==> config.mk <==
export PLATFORM = sky130hd
export DESIGN_NAME = key_debounce
export DESIGN_NICKNAME = d
export VERILOG_FILES = /design/src/rtl/key_debounce_pkg.sv /design/src/rtl/key_debounce_ch.sv /design/src/rtl/key_debounce.sv
export SDC_FILE = /design/constraint.sdc
export NUM_CORES = 1
export LEC_CHECK = 0
export BUFFER_PORTS_ARGS = -buffer_cell sky130_fd_sc_hd__clkbuf_2
export CORE_MARGIN = 5
export CORE_UTILIZATION = 35
export DETAILED_ROUTE_END_ITERATION = 7
export PLACE_DENSITY = 0.49
export SYNTH_ARGS = -nofsm -noshare
export SYNTH_HDL_FRONTEND = slang
export SYNTH_HIERARCHICAL = 1
export SYNTH_SLANG_ARGS = --single-unit
==> constraint.sdc <==
create_clock -name clk -period 2.6 [get_ports clk]
set_clock_uncertainty 0.05 [all_clocks]
set_input_delay 0.13 -clock clk [delete_from_list [all_inputs] [get_ports clk]]
set_output_delay 0.13 -clock clk [all_outputs]
set_load 0.01 [all_outputs]
==> src/rtl/key_debounce_pkg.sv <==
// Shared definitions for the key_debounce channels: FSM state encoding and counter sizing.
package key_pkg;

    typedef enum logic [1:0] {
        RELEASED     = 2'd0,
        PRESS_WAIT   = 2'd1,
        PRESSED      = 2'd2,
        RELEASE_WAIT = 2'd3
    } key_state_t;

    // Bits needed to hold values 0..n-1; never less than 1.
    function automatic int unsigned clog2(input int unsigned n);
        int unsigned r;
        r = 0;
        while ((64'd1 << r) < 64'(n)) r = r + 1;
        return (r == 0) ? 1 : r;
    endfunction

endpackage

==> src/rtl/key_debounce_ch.sv <==
// One push-button channel: 2-flop synchroniser, bounce-filter FSM and optional auto-repeat.
// The auto-repeat hold counter exists only when KEY_REPEAT_EN is defined.
module key_debounce_ch
    import key_pkg::*;
#(
    parameter int unsigned DEBOUNCE_CYC     = 1_000_000,
    parameter int unsigned REPEAT_DELAY_CYC = 25_000_000,
    parameter int unsigned REPEAT_RATE_CYC  = 5_000_000
) (
    input  logic clk,
    input  logic rst,
    input  logic key_in,
    output logic key_level,
    output logic key_press,
    output logic key_release,
    output logic key_repeat
);

    localparam int unsigned      CNT_W    = clog2(DEBOUNCE_CYC);
    localparam logic [CNT_W-1:0] CNT_LAST = CNT_W'(DEBOUNCE_CYC - 1);

    logic [1:0]       sync;
    logic             synced;
    key_state_t       state;
    logic [CNT_W-1:0] cnt;

    assign synced = sync[1];

    // Synchroniser resets to released so leaving reset never looks like a press.
    always_ff @(posedge clk or posedge rst) begin
        if (rst) begin
            sync        <= 2'b00;
            state       <= RELEASED;
            cnt         <= '0;
            key_level   <= 1'b0;
            key_press   <= 1'b0;
            key_release <= 1'b0;
        end else begin
            sync        <= {sync[0], key_in};
            key_press   <= 1'b0;
            key_release <= 1'b0;
            case (state)
                RELEASED: begin
                    if (synced) begin
                        state <= PRESS_WAIT;
                        cnt   <= '0;
                    end
                end
                PRESS_WAIT: begin
                    if (!synced) begin
                        state <= RELEASED;
                    end else if (cnt == CNT_LAST) begin
                        state     <= PRESSED;
                        key_level <= 1'b1;
                        key_press <= 1'b1;
                    end else begin
                        cnt <= cnt + CNT_W'(1);
                    end
                end
                PRESSED: begin
                    if (!synced) begin
                        state <= RELEASE_WAIT;
                        cnt   <= '0;
                    end
                end
                RELEASE_WAIT: begin
                    if (synced) begin
                        state <= PRESSED;
                    end else if (cnt == CNT_LAST) begin
                        state       <= RELEASED;
                        key_level   <= 1'b0;
                        key_release <= 1'b1;
                    end else begin
                        cnt <= cnt + CNT_W'(1);
                    end
                end
                default: state <= RELEASED;
            endcase
        end
    end

`ifdef KEY_REPEAT_EN
    localparam int unsigned HOLD_MAX = (REPEAT_DELAY_CYC > REPEAT_RATE_CYC) ?
                                       REPEAT_DELAY_CYC : REPEAT_RATE_CYC;
    localparam int unsigned       HOLD_W     = clog2(HOLD_MAX);
    localparam logic [HOLD_W-1:0] HOLD_FIRST = HOLD_W'(REPEAT_DELAY_CYC - 1);
    localparam logic [HOLD_W-1:0] HOLD_NEXT  = HOLD_W'(REPEAT_RATE_CYC - 1);

    logic [HOLD_W-1:0] hold;
    logic              armed;

    // First repeat after the initial delay, then one every rate period while held.
    always_ff @(posedge clk or posedge rst) begin
        if (rst) begin
            hold       <= '0;
            armed      <= 1'b0;
            key_repeat <= 1'b0;
        end else begin
            key_repeat <= 1'b0;
            if (state != PRESSED) begin
                hold  <= '0;
                armed <= 1'b0;
            end else if (hold == (armed ? HOLD_NEXT : HOLD_FIRST)) begin
                hold       <= '0;
                armed      <= 1'b1;
                key_repeat <= 1'b1;
            end else begin
                hold <= hold + HOLD_W'(1);
            end
        end
    end
`else
    // Repeat timing is accepted but has nothing to drive without the hold counter.
    if (REPEAT_DELAY_CYC == 0 || REPEAT_RATE_CYC == 0) begin : g_repeat_cfg_unused
    end

    assign key_repeat = 1'b0;
`endif

endmodule

==> src/rtl/key_debounce.sv <==
// Multi-channel push-button conditioner: polarity normalisation plus one debounce channel per key.
// Optional auto-repeat pulses are enabled by defining KEY_REPEAT_EN.
module key_debounce #(
    parameter int unsigned NUM_KEYS         = 4,
    parameter int unsigned DEBOUNCE_CYC     = 1_000_000,
    parameter bit          ACTIVE_LOW       = 1'b1,
    parameter int unsigned REPEAT_DELAY_CYC = 25_000_000,
    parameter int unsigned REPEAT_RATE_CYC  = 5_000_000
) (
    input  logic                clk,
    input  logic                rst,
    input  logic [NUM_KEYS-1:0] key_raw,
    output logic [NUM_KEYS-1:0] key_level,
    output logic [NUM_KEYS-1:0] key_press,
    output logic [NUM_KEYS-1:0] key_release,
    output logic [NUM_KEYS-1:0] key_repeat
);

    logic [NUM_KEYS-1:0] pressed;

    // From here on 1 always means pressed.
    assign pressed = ACTIVE_LOW ? ~key_raw : key_raw;

    for (genvar i = 0; i < NUM_KEYS; i++) begin : g_ch
        key_debounce_ch #(
            .DEBOUNCE_CYC     (DEBOUNCE_CYC),
            .REPEAT_DELAY_CYC (REPEAT_DELAY_CYC),
            .REPEAT_RATE_CYC  (REPEAT_RATE_CYC)
        ) u_ch (
            .clk         (clk),
            .rst         (rst),
            .key_in      (pressed[i]),
            .key_level   (key_level[i]),
            .key_press   (key_press[i]),
            .key_release (key_release[i]),
            .key_repeat  (key_repeat[i])
        );
    end

endmodule

==> results.ini, run 1 <==
[cells_and_area]
finalInstanceArea_um2 = 6470
fill_cells = 1636
final_common_cell = dfrtp_1
drive_above_1_share_pct = 9.84
finalNetCount = 676
final_cell_mix = dfrtp_1, nand2_1, nor2_1
syn2layout_area_growth_pct = 11.4
antennaDiodeCount = 0

[detailed_routing]
vias = 4840
wl_per_cell_um = 14.7
wl_um = 13100
drt_iter0_markers = 374
drc = 0
drt-pass1-iter-count = 5
drtAntennaViolNets = 0
viasPerCell = 5.43

[run_status]
status = finished, final reports clean

[logic_synthesis]
synth_edf_count = 0
syn-cell-area_um2 = 5810
yosys-top-cells-area = dfrtp_1, nand2_1, nor2_1, nand3_1, o21ai_0
syn-num-nets = 658
synth_area_leader_cell = dfrtp_1
synth-seq-cells = 108
ys_warn_count = 6
synth_ff_type = dfrtp_1
ys_types = 54
syn_area_per_cell_um2 = 8.97
seq_area_frac_synth_pct = 46.5
async_reset_ff_share_pct = 100
synth_top_area_share_pct = 46.5
synth_cells = 648

[placement]
dpl_cell_area_um2 = 6130
dp_hpwl_um = 9000
io_buffers = 17
gp_congestion = 0.824

[clock_tree]
clock_latency_ps = 340
cts_resized = 0
post-cts-setup-buffers = 0
cts_tree = done
cts.htree.levels = 3
clkSinkCount = 108
clk_pin_slew_worst_paths_ps = 70
cts_hold_buffers = 5
clock_path_buffers = 2
cts_buffers = 9
cts_root_buf = clkbuf_16

[worst_hold_path]
min_path_cells = 0
hp-class = flip-flop to flip-flop

[pwr]
ir_drop_v = 0.000306
power_leakage_nw = 2.83
powerDensity_nw_per_um2 = 530

[timing]
fin_crit_ps = 2050
period_share_pct = 78.8
relSlewSlack_pct = 60.5
worst_slew_pin_slew_ps = 590
grt_setup_unrepaired = no
drv_slew = 0
setup_viol_count_final = 0
fmax_ghz = 0.488
hold_viol = 0
tns_ps = 0

[floorplan]
rows = 47
die_x_um = 139
io_pins = 22
dieArea_um2 = 19300
die_h_um = 139
initial_utilization_pct = 35.4
core_area_um2 = 16400

[global_route]
globalRouteTotalUtil_pct = 13.9
antenna_found_initial = 0
grt_pass1_vias = 4636
grt_first_pass_wirelength_um = 22700
grt_max_degree = 28
overflow = 0

[setup_path]
critPathLaunchType = flip-flop
cp.arrival_ps = 2280
path_class = flip-flop to flip-flop
crit_required_ps = 2830
cp-end-kind = flip-flop
crit_fanout = 11
reg2reg_depth = 6

[run]
maxCapViolCount = 0

cell families (layout without fill, tap and decap cells):
| family | count (synthesis) | in the layout | synth area share [%] |
|---|---|---|---|
| other cells | 4 | 4 | 0.258 |
| buf+inv | 48 | 71 | 3.94 |
| fa+ha+maj | 4 | 4 | 0.861 |
| flops | 108 | 108 | 46.5 |
| mux | 6 | 6 | 1.03 |
| compound gates | 115 | 115 | 12.3 |
| simple gates | 342 | 342 | 32.0 |
| xor+xnor | 21 | 21 | 3.17 |
Yosys cell counts (8+ instances only):
library cell and count:
nor2_1 55, o31ai_1 13, nor3_1 23, a31oi_1 8
o21ai_0 37, xnor2_1 8, nand3_1 37, nand2_1 88
and3_1 10, nor4_1 13, o211ai_1 12, inv_1 17
dfrtp_1 108, or3_1 9, or4_1 10, clkbuf_1 15
a21oi_1 28, nand4_1 28, xor2_1 13, buf_2 8
and2_1 11
registers in the layout, summed over array words and instances (netlist names), named ones only:
| register | count |
|---|---|
| g_ch.u_ch/cnt | 80 |
| g_ch.u_ch/key_level | 4 |
| g_ch.u_ch/key_press | 4 |
| g_ch.u_ch/key_release | 4 |
| g_ch.u_ch/state | 4 |
| g_ch.u_ch/sync | 8 |
area by class of cell:
type	count	area, um^2	share of cell area, %
clock buffer	15	268	4.14
inverter	17	63.8	0.986
multi-input combinational	492	2880	44.5
sequential	108	2700	41.7
clock inverter	1	30.0	0.464
timing repair buffer	38	255	3.94
tap	220	275	4.25
power by group:
part,internal [mW],switching [mW]
clock,0.803,0.598
sequential,1.73,0.0741
combinational,0.0874,0.143
stage by stage:
stage / cells / util (%) / power, mW / hold WS (ps) / setup WS [ps]
final: 891 / 39.5 / 3.43 / 301 / 551
after global routing: 891 / 39.5 / 3.59 / 308 / 436
after CTS: 891 / 39.5 / 3.50 / 303 / 551
after detailed placement: 870 / 37.3 / 2.06 / 225 / 558
after global placement: 870 / 37.3 / 2.05 / 218 / 623
after floorplan: 648 / - / 1.99 / 133 / 616
routing by layer:
metal	share of wire, %	global-route usage (%)	routed length (um)	vias up
li1	-	-	-	2386
met1	48	19.0	6280	2356
met2	48	22.6	6250	84
met3	2.6	1.90	344	14
met4	1.4	5.05	189	0
met5	0	0	0	-
worst max-delay path, cell delays in order (launching register included):
cell and delay, ps:
dfrtp_1 440, ha_1 250, and3_2 250, and4_4 200
and3_4 200, or4_1 500, nand3_1 100
worst paths after layout:
check	endpoint	from	slack [ps]
max	g_ch[1].u_ch/cnt[6]	g_ch[1].u_ch/cnt[0]	550
min	g_ch[1].u_ch/sync[1]	g_ch[1].u_ch/sync[0]	300
max reg2reg	g_ch[1].u_ch/cnt[6]	g_ch[1].u_ch/cnt[0]	550
min reg2reg	g_ch[1].u_ch/sync[1]	g_ch[1].u_ch/sync[0]	300
max in group asynchronous	g_ch[1].u_ch/cnt[11]	rst	1830
min in group asynchronous	g_ch[2].u_ch/key_press	rst	400
Note: power is estimated with default switching activity, not from simulation.
==> run 2: changes to the inputs <==
--- a/config.mk
+++ b/config.mk
@@ -9,7 +9,7 @@
 export CORE_MARGIN = 5
 export CORE_UTILIZATION = 35
 export DETAILED_ROUTE_END_ITERATION = 7
-export PLACE_DENSITY = 0.49
+export PLACE_DENSITY = 0.51
 export SYNTH_ARGS = -nofsm -noshare
 export SYNTH_HDL_FRONTEND = slang
 export SYNTH_HIERARCHICAL = 1
==> constraint.sdc (replaced) <==
create_clock -name clk -period 1.7 [get_ports clk]
set_clock_uncertainty 0.05 [all_clocks]
set_input_delay 0.085 -clock clk [delete_from_list [all_inputs] [get_ports clk]]
set_output_delay 0.085 -clock clk [all_outputs]
set_load 0.01 [all_outputs]
==> results.ini, run 2 (synthesis results as in run 1) <==
[clock_tree]
clock_path_buffers = 2  ; unchanged
cts.htree.levels = 3  ; unchanged
clock_latency_ps = 360  ; +20 ps
cts_tree = done
clk_pin_slew_worst_paths_ps = 80  ; about the same
cts_root_buf = clkbuf_16
cts_buffers = 9  ; unchanged
clkSinkCount = 108  ; unchanged

[detailed_routing]
drc = 0  ; unchanged
drt_iter0_markers = 303  ; -19%
wl_met1_um = 6960  ; +11%
highest_layer = met4
drt-pass1-iter-count = 5  ; unchanged
viasPerCell = 5.35  ; -1.5%
dr_wl_met3_um = 483  ; +40%
drtAntennaViolNets = 0  ; unchanged
wl_per_cell_um = 14.7  ; +0.45%
wl_um = 14500  ; +11%
vias = 5259  ; +8.7%
met2WireLength_um = 6900  ; +10%

[pwr]
switching_share_pct = 27.2  ; +3.4 points
power_leakage_nw = 3.34  ; +18%
total_power_mw = 5.38  ; +57%
power_frac_comb_pct = 10.3  ; +3.6 points
ir_drop_v = 0.000666  ; +120%
p_switching_mw = 1.46  ; +79%
pwr-share-clk_pct = 39.1  ; -1.7 points
p_int_mw = 3.92  ; +50%
pwr-share-seq_pct = 50.5  ; -2.0 points
powerDensity_nw_per_um2 = 707  ; +33%

[placement]
gp_congestion = 0.856  ; +3.9%
dp_slack_ps = -144  ; -702 ps
dpl_cell_area_um2 = 6740  ; +10%
dp_hpwl_um = 9880  ; +9.8%
io_buffers = 17  ; unchanged

[floorplan]
io_pins = 22  ; unchanged
dieArea_um2 = 19300  ; unchanged
rows = 47  ; unchanged
initial_utilization_pct = 35.4  ; unchanged
die_h_um = 139  ; unchanged
die_x_um = 139  ; unchanged
core_area_um2 = 16400  ; unchanged

[timing]
hold_slack_ps = 302  ; +0.754 ps
fmax_ghz = 0.577  ; +18%
drv_slew = 0  ; unchanged
setup_viol_count_final = 7  ; +7
fin_ws_ps = -34.3  ; -586 ps
grt_setup_unrepaired = yes
hold_viol = 0  ; unchanged
period_share_pct = 102  ; +23 points
fin_crit_ps = 1730  ; -314 ps
tns_ps = -162  ; -162 ps

[global_route]
globalRouteTotalUtil_pct = 14.9  ; +1.1 points
grt_pass1_vias = 5104  ; +10%
grt_max_degree = 28  ; unchanged
overflow = 0  ; unchanged
antenna_found_initial = 0  ; unchanged
grt_first_pass_wirelength_um = 24300  ; +7.4%

[cells_and_area]
fill_cells = 1541  ; -5.8%
antennaDiodeCount = 0  ; unchanged
finalNetCount = 768  ; +14%
regMostFlops = g_ch.u_ch/cnt
drive_above_1_share_pct = 31.6  ; +22 points
finalInstanceArea_um2 = 7600  ; +17%
largest_register_ffs = 80  ; unchanged
syn2layout_area_growth_pct = 30.9
reg.largest.list = g_ch.u_ch/cnt: 80 flops, g_ch.u_ch/sync: 8 flops
final_cell_mix = dfrtp_1, buf_4, nand2_1

[setup_path]
path_class = flip-flop to flip-flop
critPathLaunchType = flip-flop
cp-end-kind = flip-flop
cp.arrival_ps = 1970  ; -310 ps
crit_fanout = 5  ; -6
crit_required_ps = 1940  ; -890 ps

[run_status]
status = finished, violations left
violations = setup timing

[worst_hold_path]
hp-class = flip-flop to flip-flop

[run]
maxCapViolCount = 0  ; unchanged

run 2: cell types whose count changed in the layout (fill, tap and decap cells not counted), moves of 7 or more:
cell,previous run,this run
a21oi_1,28,17
nor3_2,0,8
nand3_1,37,29
nor3_1,23,14
a21oi_2,0,11
dfrtp_1,108,101
nor4_1,13,6
buf_4,16,101
dfrtp_2,0,7
run 2: final cells by class:
class | instances | area (um^2) | area share (%)
multi-input combinational | 494 | 3310 | 43.6
tap | 220 | 275 | 3.62
inverter | 17 | 63.8 | 0.839
timing repair buffer | 128 | 950 | 12.5
clock inverter | 7 | 65.1 | 0.856
sequential | 108 | 2710 | 35.7
clock buffer | 9 | 225 | 2.96
run 2: critical path, stage by stage, from the launching register on:
cell and delay, ps:
dfrtp_2 430, xnor2_2 160, or3_4 410, or4_4 500, a21oi_2 120
run 2: worst paths after layout:
path / start / endpoint / slack (ps) / cells after the start
min in group asynchronous: rst / g_ch[3].u_ch/cnt[1] / 330 / 4
worst min-delay path: g_ch[2].u_ch/sync[0] / g_ch[2].u_ch/sync[1] / 300 / 0
max in group asynchronous: rst / g_ch[3].u_ch/cnt[12] / 970 / 4
worst max-delay path: flip-flop / g_ch[3].u_ch/cnt[15] / -30 / 4
worst min register to register: g_ch[2].u_ch/sync[0] / g_ch[2].u_ch/sync[1] / 300 / 0
worst max register to register: flip-flop / g_ch[3].u_ch/cnt[15] / -30 / 4
run 2: power groups by stage:
stage               clock, mW  sequential (mW)  combinational [mW]
floorplan                   0             2.76               0.313
global placement            0             2.76               0.495
detailed placement          0             2.76               0.519
CTS                      2.20             2.71               0.538
global route             2.30             2.73               0.633
finish                   2.10             2.72               0.556
run 2: what timing repair did:
item | CTS | global route
hold buffers | 5 | 0
buffers inserted | 1 | 11
hold endpoints to repair | 112 | 0
gates cloned | 1 | 1
pin swaps | 10 | 25
endpoints found under the setup margin | 14 | 66
resized for setup | 13 | 86
run 2: per-layer routing:
metal	vias up	global-route usage, %
met5	-	0
met2	85	24.3
met4	0	3.81
met3	9	3.72
li1	2570	-
met1	2595	20.1
run 2: metrics by stage:
| step | cells | util (%) |
|---|---|---|
| 3_3_place_gp | 948 | 41.1 |
| 2_1_floorplan | 648 | - |
| 3_5_place_dp | 948 | 41.1 |
| 6_report | 983 | 46.3 |
| 4_1_cts | 971 | 43.6 |
| 5_1_grt | 983 | 46.3 |
==> run 3: changes to the inputs <==
--- a/config.mk
+++ b/config.mk
@@ -6,6 +6,7 @@
 export NUM_CORES = 1
 export LEC_CHECK = 0
 export BUFFER_PORTS_ARGS = -buffer_cell sky130_fd_sc_hd__clkbuf_2
+export CORE_ASPECT_RATIO = 1.1
 export CORE_MARGIN = 5
 export CORE_UTILIZATION = 35
 export DETAILED_ROUTE_END_ITERATION = 7
@@ -14,3 +15,4 @@
 export SYNTH_HDL_FRONTEND = slang
 export SYNTH_HIERARCHICAL = 1
 export SYNTH_SLANG_ARGS = --single-unit
+export TNS_END_PERCENT = 20
==> results.ini, run 3 (synthesis results as in run 1) <==
[setup_path]
crit_top_cell = and3_4
path_class = flip-flop to flip-flop
crit_required_ps = 1930  ; about the same
cp-end-kind = flip-flop
slowest_delay_ps = 390  ; -110 ps
crit_fanout = 5  ; unchanged
critical_path.slowest_cell = dfrtp_1
critPathLaunchType = flip-flop
rrSetupSlack_ps = -70  ; -40 ps
critical_path.cell_chain = ha_2 > and3_4 > and4_4 > and3_4 > buf_6 > or3_4 > a21oi_2
cp.arrival_ps = 2000  ; +30 ps

[clock_tree]
clock_path_buffers = 2  ; unchanged
cts.htree.levels = 3  ; unchanged
clk_pin_slew_worst_paths_ps = 80  ; about the same
clock_latency_ps = 350  ; about the same
cts_buffers = 9  ; unchanged
cts_root_buf = clkbuf_16
clkSinkCount = 108  ; unchanged
cts_tree = done

[floorplan]
initial_utilization_pct = 35.6  ; +0.21 points
dieArea_um2 = 19300  ; about the same
die_x_um = 133  ; -4.3%
core_area_um2 = 16300  ; -0.60%
rows = 49  ; +4.3%
die_h_um = 145  ; +4.5%
io_pins = 22  ; unchanged

[global_route]
grt_max_degree = 28  ; unchanged
overflow = 0  ; unchanged
grt_pass1_vias = 5168  ; +1.3%
grt_first_pass_wirelength_um = 25100  ; +3.0%
globalRouteTotalUtil_pct = 15.4  ; +0.45 points
antenna_found_initial = 0  ; unchanged

[timing]
setup_viol_count_final = 8  ; +1
fmax_ghz = 0.564  ; -2.1%
fin_crit_ps = 1770  ; +37.6 ps
hold_slack_ps = 304  ; +1.96 ps
hold_viol = 0  ; unchanged
drv_slew = 0  ; unchanged
fin_ws_ps = -71.8  ; -37.6 ps
grt_setup_unrepaired = yes
period_share_pct = 104  ; +2.2 points

[detailed_routing]
drc = 0  ; unchanged
wl_um = 14800  ; +2.2%
drt_iter0_markers = 261  ; -14%
drt-pass1-iter-count = 4  ; -1
wl_per_cell_um = 14.9  ; +1.5%
vias = 5290  ; +0.59%
viasPerCell = 5.34  ; -0.12%
drtAntennaViolNets = 0  ; unchanged

[pwr]
pwr-share-seq_pct = 47.8  ; -2.7 points
ir_drop_v = 0.000568  ; -15%
pwr-share-clk_pct = 41.9  ; +2.8 points
switching_share_pct = 24.4  ; -2.8 points
power_frac_comb_pct = 10.3  ; about the same
p_switching_mw = 1.38  ; -5.4%
powerDensity_nw_per_um2 = 737  ; +4.1%
p_int_mw = 4.28  ; +9.4%
power_leakage_nw = 3.49  ; +4.6%

[cells_and_area]
fill_cells = 1536  ; -0.32%
reg.largest.list = g_ch.u_ch/cnt: 80 flops, g_ch.u_ch/sync: 8 flops
antennaDiodeCount = 0  ; unchanged
finalInstanceArea_um2 = 7690  ; +1.2%
final_core_util_pct = 47.2  ; +0.83 points
final_cell_mix = buf_4, dfrtp_1, nand2_1
largest_register_ffs = 80  ; unchanged
regMostFlops = g_ch.u_ch/cnt
finalNetCount = 791  ; +3.0%
final_common_cell = buf_4
syn2layout_area_growth_pct = 32.4
drive_above_1_share_pct = 31.6  ; -0.034 points

[run_status]
violations = setup timing
status = finished, violations left

[placement]
dpl_cell_area_um2 = 6930  ; +2.8%
io_buffers = 17  ; unchanged
gp_congestion = 0.838  ; -2.1%
dp_hpwl_um = 10400  ; +4.8%

[run]
maxCapViolCount = 0  ; unchanged

[worst_hold_path]
hp-class = flip-flop to flip-flop

[run 3: final timing paths]
check	start	to	depth (start not counted)
hold reg to reg	g_ch[1].u_ch/sync[0]	g_ch[1].u_ch/sync[1]	0
setup / recovery	g_ch[0].u_ch/cnt[0]	g_ch[0].u_ch/cnt[16]	7
hold / removal	g_ch[1].u_ch/sync[0]	g_ch[1].u_ch/sync[1]	0
min in group asynchronous	rst	g_ch[0].u_ch/key_press	4
setup reg to reg	g_ch[0].u_ch/cnt[0]	g_ch[0].u_ch/cnt[16]	7
max in group asynchronous	rst	asynchronous set/reset pin	4
[run 3: metrics by stage]
| step | power (mW) | setup WS (ps) | cells | setup TNS (ps) |
|---|---|---|---|---|
| after floorplan | 3.07 | -120 | 648 | -578 |
| after global placement | 3.27 | -140 | 960 | -330 |
| after detailed placement | 3.29 | -165 | 960 | -821 |
| after CTS | 5.70 | -67.6 | 982 | -234 |
| after global routing | 5.93 | -109 | 990 | -1400 |
| final | 5.67 | -71.8 | 990 | -160 |
[run 3: power groups by stage]
stage | registers [mW] | clock network (mW) | logic [mW]
floorplan | 2.76 | 0 | 0.313
global placement | 2.75 | 0 | 0.515
detailed placement | 2.76 | 0 | 0.535
CTS | 2.71 | 2.44 | 0.549
global route | 2.72 | 2.55 | 0.661
finish | 2.71 | 2.37 | 0.585
[run 3: layout make-up]
cell class	count	area (um^2)	share of cell area, %
clock inverter	5	81.3	1.06
multi-input combinational	492	3200	41.6
inverter	17	63.8	0.830
timing repair buffer	153	1140	14.8
tap	204	255	3.32
clock buffer	11	253	3.29
sequential	108	2710	35.2
[run 3: repair_timing]
action	in CTS	in global routing
setup buffers	1	8
endpoints found under the setup margin	21	66
hold endpoints to repair	112	0
hold buffers	5	0
pin swaps	17	19
resized for setup	12	61
[run 3: critical path, delay by kind of cell, from the launching register on]
family / cells / cell delay, ps
AO/OA/AOI/OAI: 1 / 130
adder cells (fa/ha/maj): 1 / 190
buffers and inverters: 1 / 120
flip-flops: 1 / 390
AND/OR/NAND/NOR: 4 / 810
[run 3: routing by layer]
layer  GRT usage, %  up-vias  share of wire (%)
li1               -     2609                  -
met1           21.0     2611                 48
met2           25.2       56                 49
met3           2.32       14                2.0
met4           5.04        0                1.4
met5              0        -                  0
